==> src/rtl/dac_spi_streamer_if.sv <==
// dac_spi_streamer_if: sample-pair valid/ready handshake into the DAC streamer
interface dac_spi_streamer_if;
  logic [11:0] sample_a;
  logic [11:0] sample_b;
  logic        sample_valid;
  logic        sample_ready;
  modport master (output sample_a, sample_b, sample_valid, input sample_ready);
  modport slave (input sample_a, sample_b, sample_valid, output sample_ready);
endinterface

==> src/rtl/dac_spi_streamer.sv <==
// dac_spi_streamer: serialises (A,B) sample pairs into LTC2624 write-and-update SPI frames
module dac_spi_streamer #(
  parameter int       SCK_DIV = 2,
  parameter int       CS_GAP  = 2,
  parameter bit [3:0] CMD     = 4'b0011,
  parameter bit [3:0] ADDR_A  = 4'b0000,
  parameter bit [3:0] ADDR_B  = 4'b0001,
  parameter bit       DUAL    = 1'b1
) (
  input  logic              CLK_50M,
  input  logic              reset_n,
  dac_spi_streamer_if.slave sif,
  output logic              busy,
  output logic              frame_done,
  output logic              SPI_SCK,
  output logic              SPI_MOSI,
  output logic              DAC_CS,
  output logic              DAC_CLR
);
  localparam int DW = $clog2(SCK_DIV + 1);
  localparam int GW = $clog2(CS_GAP + 1);
  localparam logic [DW-1:0] DIV_END   = DW'(SCK_DIV - 1);
  localparam logic [GW-1:0] GAP_A_END = GW'(CS_GAP - 1);
  // The IDLE cycle completes the trailing gap, so back-to-back pairs keep CS high exactly CS_GAP cycles
  localparam logic [GW-1:0] GAP_B_END = GW'(CS_GAP > 1 ? CS_GAP - 2 : 0);
  typedef enum logic [2:0] {IDLE, SHIFT_A, GAP_A, SHIFT_B, GAP_B} state_t;
  state_t        state_q, state_d;
  logic [DW-1:0] div_q, div_d;
  logic [GW-1:0] gap_q, gap_d;
  logic [4:0]    bit_q, bit_d;
  logic [31:0]   sr_q, sr_d;
  logic [11:0]   b_q, b_d;
  logic          sck_q, sck_d, mosi_q, mosi_d, cs_q, cs_d, clr_q;
  logic          ready_q, ready_d, busy_q, busy_d, done_q, done_d;
  logic [31:0]   word;
  logic          load, last;
  function automatic logic [31:0] frame(input logic [3:0] addr, input logic [11:0] data);
    return {8'h00, CMD, addr, data, 4'h0};
  endfunction
  always_comb begin
    state_d = state_q;
    div_d   = div_q;
    gap_d   = gap_q;
    bit_d   = bit_q;
    sr_d    = sr_q;
    b_d     = b_q;
    sck_d   = sck_q;
    mosi_d  = mosi_q;
    cs_d    = cs_q;
    ready_d = ready_q;
    busy_d  = busy_q;
    done_d  = 1'b0;
    load    = 1'b0;
    last    = state_q == SHIFT_B || !DUAL;
    word    = state_q == IDLE ? frame(ADDR_A, sif.sample_a) : frame(ADDR_B, b_q);
    case (state_q)
      IDLE: begin
        ready_d = 1'b1;
        busy_d  = 1'b0;
        if (sif.sample_valid && ready_q) begin
          state_d = SHIFT_A;
          ready_d = 1'b0;
          busy_d  = 1'b1;
          b_d     = sif.sample_b;
          load    = 1'b1;
        end
      end
      SHIFT_A, SHIFT_B: begin
        if (div_q != DIV_END) div_d = div_q + 1'b1;
        else begin
          div_d = '0;
          sck_d = !sck_q;
          if (sck_q && bit_q == 5'd0) begin
            cs_d    = 1'b1;
            mosi_d  = 1'b0;
            gap_d   = '0;
            done_d  = last;
            state_d = !last ? GAP_A : CS_GAP == 1 ? IDLE : GAP_B;
            ready_d = last && CS_GAP == 1;
            busy_d  = !(last && CS_GAP == 1);
          end else if (sck_q) begin
            bit_d  = bit_q - 1'b1;
            mosi_d = sr_q[31];
            sr_d   = {sr_q[30:0], 1'b0};
          end
        end
      end
      GAP_A: begin
        if (gap_q == GAP_A_END) begin
          state_d = SHIFT_B;
          load    = 1'b1;
        end else gap_d = gap_q + 1'b1;
      end
      GAP_B: begin
        if (gap_q == GAP_B_END) begin
          state_d = IDLE;
          ready_d = 1'b1;
          busy_d  = 1'b0;
        end else gap_d = gap_q + 1'b1;
      end
      default: state_d = IDLE;
    endcase
    if (load) begin
      cs_d   = 1'b0;
      sck_d  = 1'b0;
      div_d  = '0;
      bit_d  = 5'd31;
      mosi_d = word[31];
      sr_d   = {word[30:0], 1'b0};
    end
  end
  always_ff @(posedge CLK_50M or negedge reset_n) begin
    if (!reset_n) begin
      state_q <= IDLE;
      div_q   <= '0;
      gap_q   <= '0;
      bit_q   <= '0;
      sr_q    <= '0;
      b_q     <= '0;
      sck_q   <= 1'b0;
      mosi_q  <= 1'b0;
      cs_q    <= 1'b1;
      clr_q   <= 1'b0;
      ready_q <= 1'b0;
      busy_q  <= 1'b0;
      done_q  <= 1'b0;
    end else begin
      state_q <= state_d;
      div_q   <= div_d;
      gap_q   <= gap_d;
      bit_q   <= bit_d;
      sr_q    <= sr_d;
      b_q     <= b_d;
      sck_q   <= sck_d;
      mosi_q  <= mosi_d;
      cs_q    <= cs_d;
      clr_q   <= 1'b1;
      ready_q <= ready_d;
      busy_q  <= busy_d;
      done_q  <= done_d;
    end
  end
  assign sif.sample_ready = ready_q;
  assign busy       = busy_q;
  assign frame_done = done_q;
  assign SPI_SCK    = sck_q;
  assign SPI_MOSI   = mosi_q;
  assign DAC_CS     = cs_q;
  assign DAC_CLR    = clr_q;
endmodule

==> src/flat_wrapper.sv <==
// flat-port wrapper written by rule: the top's interface ports become plain ports
module dac_spi_streamer_flat 
#(
  parameter int       SCK_DIV = 2,
  parameter int       CS_GAP  = 2,
  parameter bit [3:0] CMD     = 4'b0011,
  parameter bit [3:0] ADDR_A  = 4'b0000,
  parameter bit [3:0] ADDR_B  = 4'b0001,
  parameter bit       DUAL    = 1'b1
)
  (CLK_50M, reset_n, busy, frame_done, SPI_SCK, SPI_MOSI, DAC_CS, DAC_CLR, sif_sample_a, sif_sample_b, sif_sample_valid, sif_sample_ready);
  dac_spi_streamer_if sif_i ();
  input  logic CLK_50M;
  input  logic reset_n;
  output logic busy;
  output logic frame_done;
  output logic SPI_SCK;
  output logic SPI_MOSI;
  output logic DAC_CS;
  output logic DAC_CLR;
  input wire logic [$bits(sif_i.sample_a)-1:0] sif_sample_a;
  input wire logic [$bits(sif_i.sample_b)-1:0] sif_sample_b;
  input wire logic [$bits(sif_i.sample_valid)-1:0] sif_sample_valid;
  output wire logic [$bits(sif_i.sample_ready)-1:0] sif_sample_ready;
  assign sif_i.sample_a = sif_sample_a;
  assign sif_i.sample_b = sif_sample_b;
  assign sif_i.sample_valid = sif_sample_valid;
  assign sif_sample_ready = sif_i.sample_ready;
  dac_spi_streamer #(.SCK_DIV(SCK_DIV), .CS_GAP(CS_GAP), .CMD(CMD), .ADDR_A(ADDR_A), .ADDR_B(ADDR_B), .DUAL(DUAL)) u_core (.CLK_50M(CLK_50M), .reset_n(reset_n), .sif(sif_i), .busy(busy), .frame_done(frame_done), .SPI_SCK(SPI_SCK), .SPI_MOSI(SPI_MOSI), .DAC_CS(DAC_CS), .DAC_CLR(DAC_CLR));
endmodule
==> config.mk <==
export PLATFORM = sky130hd
export DESIGN_NAME = dac_spi_streamer_flat
export DESIGN_NICKNAME = d
export VERILOG_FILES = /design/src/rtl/dac_spi_streamer_if.sv /design/src/rtl/dac_spi_streamer.sv /design/src/flat_wrapper.sv
export SDC_FILE = /design/constraint.sdc
export NUM_CORES = 1
export LEC_CHECK = 0
export ABC_AREA = 1
export ABC_CLOCK_PERIOD_IN_PS = 3610
export CAP_MARGIN = 10
export CORE_MARGIN = 3
export CORE_UTILIZATION = 29
export DETAILED_ROUTE_END_ITERATION = 10
export PLACE_DENSITY_LB_ADDON = 0.12
export SYNTH_ARGS = -nofsm -noshare
export SYNTH_HDL_FRONTEND = slang
export SYNTH_SLANG_ARGS = --single-unit
==> constraint.sdc <==
create_clock -name CLK_50M -period 3.61 [get_ports CLK_50M]
set_input_delay 0.361 -clock CLK_50M [delete_from_list [all_inputs] [get_ports CLK_50M]]
set_output_delay 0.361 -clock CLK_50M [all_outputs]
set_load 0.01 [all_outputs]
==> flow_metrics.tcl <==
set metrics [dict create \
    synthDistinctLibCells 27 \
    layout_commonest_cell "nand2_1" \
    syn_inst 388 \
    drtAntennaViolNets 0 \
    number_of_global_route_vias_before_repair 2418 \
    report.final.setup_viol 0 \
    synthesis.area_per_instance_sq_um 7.58 \
    grt.overflow.total 0 \
    antenna_violations_before_repair 0 \
    cts_sinks 58 \
    path_clk_slew_ps 60 \
    final-max-slew-violation-count 0 \
    remaining_drc_errors 0 \
    i_o_pins 34 \
    cp.buffers_inverters 2 \
    crit_path_max_fanout 24 \
    seq_area_frac_synth_pct 49.4 \
    routed_wire_length_per_instance_microns 11.8 \
    p_leak_nw 1.84 \
    multi_input_area_sq_um 1270 \
    wirelength_mm 6.52 \
    die_y_microns 107 \
    dr_total_vias 2438 \
    yosys.area.top_type_share_pct 48.5 \
    effective_utilization_at_floorplan_pct 30.0 \
    n_antenna_cell 0 \
    placement.io_buffers 33 \
    clk_path_buf_depth 2 \
    post_layout_minimum_cycle_time_ps 2020 \
    power.ir.vdd_worst_v 0.000194 \
    critPathMostFrequentCell "nand2_4" \
    core.rowCount 36 \
    register_area_sq_um 1450 \
    fp.dieArea_sq_um 11400 \
    total_cts_buffers 9 \
    grt_max_degree 31 \
    die_x_microns 107 \
    post-place-ws_ps 1460 \
    num-nets-final 449 \
    cellPowerDensity_nw_per_um2 765 \
    place.detailed.instances 541 \
    achievable-frequency_mhz 495 \
    worstReg2RegEnd "u_core.sr_q[20]$_DFFE_PN0P_" \
    arrival_ps 2230 \
    worstSetupPathType "reg2reg" \
    final_hold_viol_count 0 \
    grt-busiest-layer "met2" \
    rr_startpoint "u_core.state_q[1]$_DFFE_PN0P_" \
    grt_pass1_wl_mm 11.2 \
    drive_gt1_share_pct 6.67 \
    finish.instance_area_sq_um 3490 \
    path_cells "nor2_4 > buf_4 > nand3_4 > nand2_4 > inv_4 > nand2_4 > o21ai_0" \
    worstSetupStartpointType "flip-flop" \
    fin_cells 553 \
    design.core.area_sq_um 9820 \
    gr-usage-met3_pct 3.91 \
    routed_via_density 4.41 \
    required_ps 3820 \
    worstSetupPathDepth 7 \
    yosys-top-cells-area "dfrtp_1 48%, nand2_1 26%, nand3_1 6.1%" \
    sum_of_net_half_perimeters_after_detailed_placement_mm 4.37 \
    synth.ff_latch_count 58 \
    finClkSkew_ps 8.22 \
    slowest_delay_ps 490 \
    root_buffer "clkbuf_8" \
    postCtsHoldBufs 0 \
    setup_ws_ps 1590 \
    yosys_warnings 0 \
    placed_area_sq_um 3340 \
    layout.core_utilization_pct 35.5 \
    synth_largest_area_cell "dfrtp_1" \
    drt_iter0_drc 96 \
    top_cell_family_by_delay_on_the_critical_path "simple AND/OR/NAND/NOR gates" \
    critical-path-slowest-cell "dfrtp_1" \
    fillerInstances 1099 \
    timing.max_slew.rel_slack_pct 55.0 \
    grt_util_met1_pct 16.0 \
    max_cap_violations 0 \
    ctsResizeCount 0 \
    r2r_slack_ps 1590 \
    synth_fp_nets 418 \
    hold_path_class "in2async" \
    clock_latency_ps 330 \
    gpl.final_weighted_congestion 0.838 \
    track_usage_pct 12.5 \
    cts_setup_buffers 0 \
    unrepaired_setup_endpoints_after_global_routing "no" \
    result_of_the_run "completed" \
    worst-slew-pin-transition_ps 674 \
    final_min_period_over_clock_period_pct 56.0 \
    area.growth.synth_to_final_pct 18.5 \
    global_route.usage.met2_pct 20.0 \
    synth_area_sq_um 2940 \
    layout.cells.most_common_list "203 x nand2_1, 57 x dfrtp_1, 36 x nand3_1" \
    fin_setup_tns_ps 0 \
    worstSetupEndpointType "flip-flop" \
    cts_tree "yes" \
    drt_pre_antenna_iters 4 \
    reg2reg_depth 7 \
    htree_levels 3 \
]
## synthesized netlist by cell type
cell      count
nand2_1     203
dfrtp_1      57
nand3_1      36
inv_1        25
nor2_1       11
o21ai_0      11
buf_2         6
a21oi_1       4
buf_4         4
buf_6         4
nand4_1       4
ha_1          3
nor2_4        3
inv_2         2
nand2_4       2
nand3_2       2
clkbuf_1      1
conb_1        1
dfstp_2       1
inv_4         1
nand2_2       1
nand3_4       1
nand3b_1      1
nor2_8        1
nor3_1        1
o211ai_1      1
o21a_1        1
## how the worst max path moves through the flow
stage	start	to	slack, ps
floorplan	u_core.bit_q[0]$_DFFE_PN0P_	u_core.bit_q[3]$_DFFE_PN0P_	2190
global placement	sif_sample_valid	u_core.sr_q[31]$_DFFE_PN0P_	1470
detailed placement	sif_sample_valid	u_core.sr_q[31]$_DFFE_PN0P_	1460
CTS	u_core.state_q[1]$_DFFE_PN0P_	u_core.sr_q[20]$_DFFE_PN0P_	1550
global route	u_core.state_q[1]$_DFFE_PN0P_	u_core.sr_q[20]$_DFFE_PN0P_	1370
finish	u_core.state_q[1]$_DFFE_PN0P_	u_core.sr_q[20]$_DFFE_PN0P_	1590
## per-layer routing
metal,routed length [microns],vias up
li1,-,1257
met4,108,0
met2,2980,45
met3,254,8
met5,0,-
met1,3180,1128
## registers in the layout (all words and copies together) (netlist names)
| register | count |
|---|---|
| u_core.frame_done | 1 |
| u_core.sif.sample_ready | 1 |
| u_core.gap_q | 2 |
| u_core.sr_q | 27 |
| u_core.b_q | 12 |
| u_core.bit_q | 5 |
| u_core.DAC_CLR | 1 |
| u_core.busy | 1 |
| u_core.SPI_SCK | 1 |
| u_core.DAC_CS | 1 |
| u_core.SPI_MOSI | 1 |
| u_core.div_q | 2 |
| u_core.state_q | 3 |
## kinds of logic (layout without fill, tap and decap cells)
family	count (synthesis)	in the layout	synth area share [%]
AND/OR/NAND/NOR	266	266	38.8
AO/OA/AOI/OAI	17	17	3.06
other	1	1	0.127
adder cells (fa/ha/maj)	3	3	1.28
flip-flops	58	58	49.4
buffers and inverters	43	75	7.36
## report_power, final
group | internal, mW | leakage (nW) | switching [mW]
logic | 0.402 | 1.03 | 0.739
clock network | 0.251 | 0.0770 | 0.241
registers | 0.885 | 0.740 | 0.149
## per-stage QoR
stage	hold slack, ps	total power, mW
after floorplan	65.4	1.94
after global placement	449	2.20
after detailed placement	450	2.20
after CTS	80.7	2.72
after global routing	111	2.95
final	58.6	2.67
## layout make-up
type	count	share of cell area, %
clock buffers	11	4.06
clock inverters	1	0.144
inverters	28	3.09
multi-input cells	287	36.5
flip-flops and latches	58	41.7
well taps	133	4.77
repair buffers	35	9.76
(Power assumes the default switching activity.)
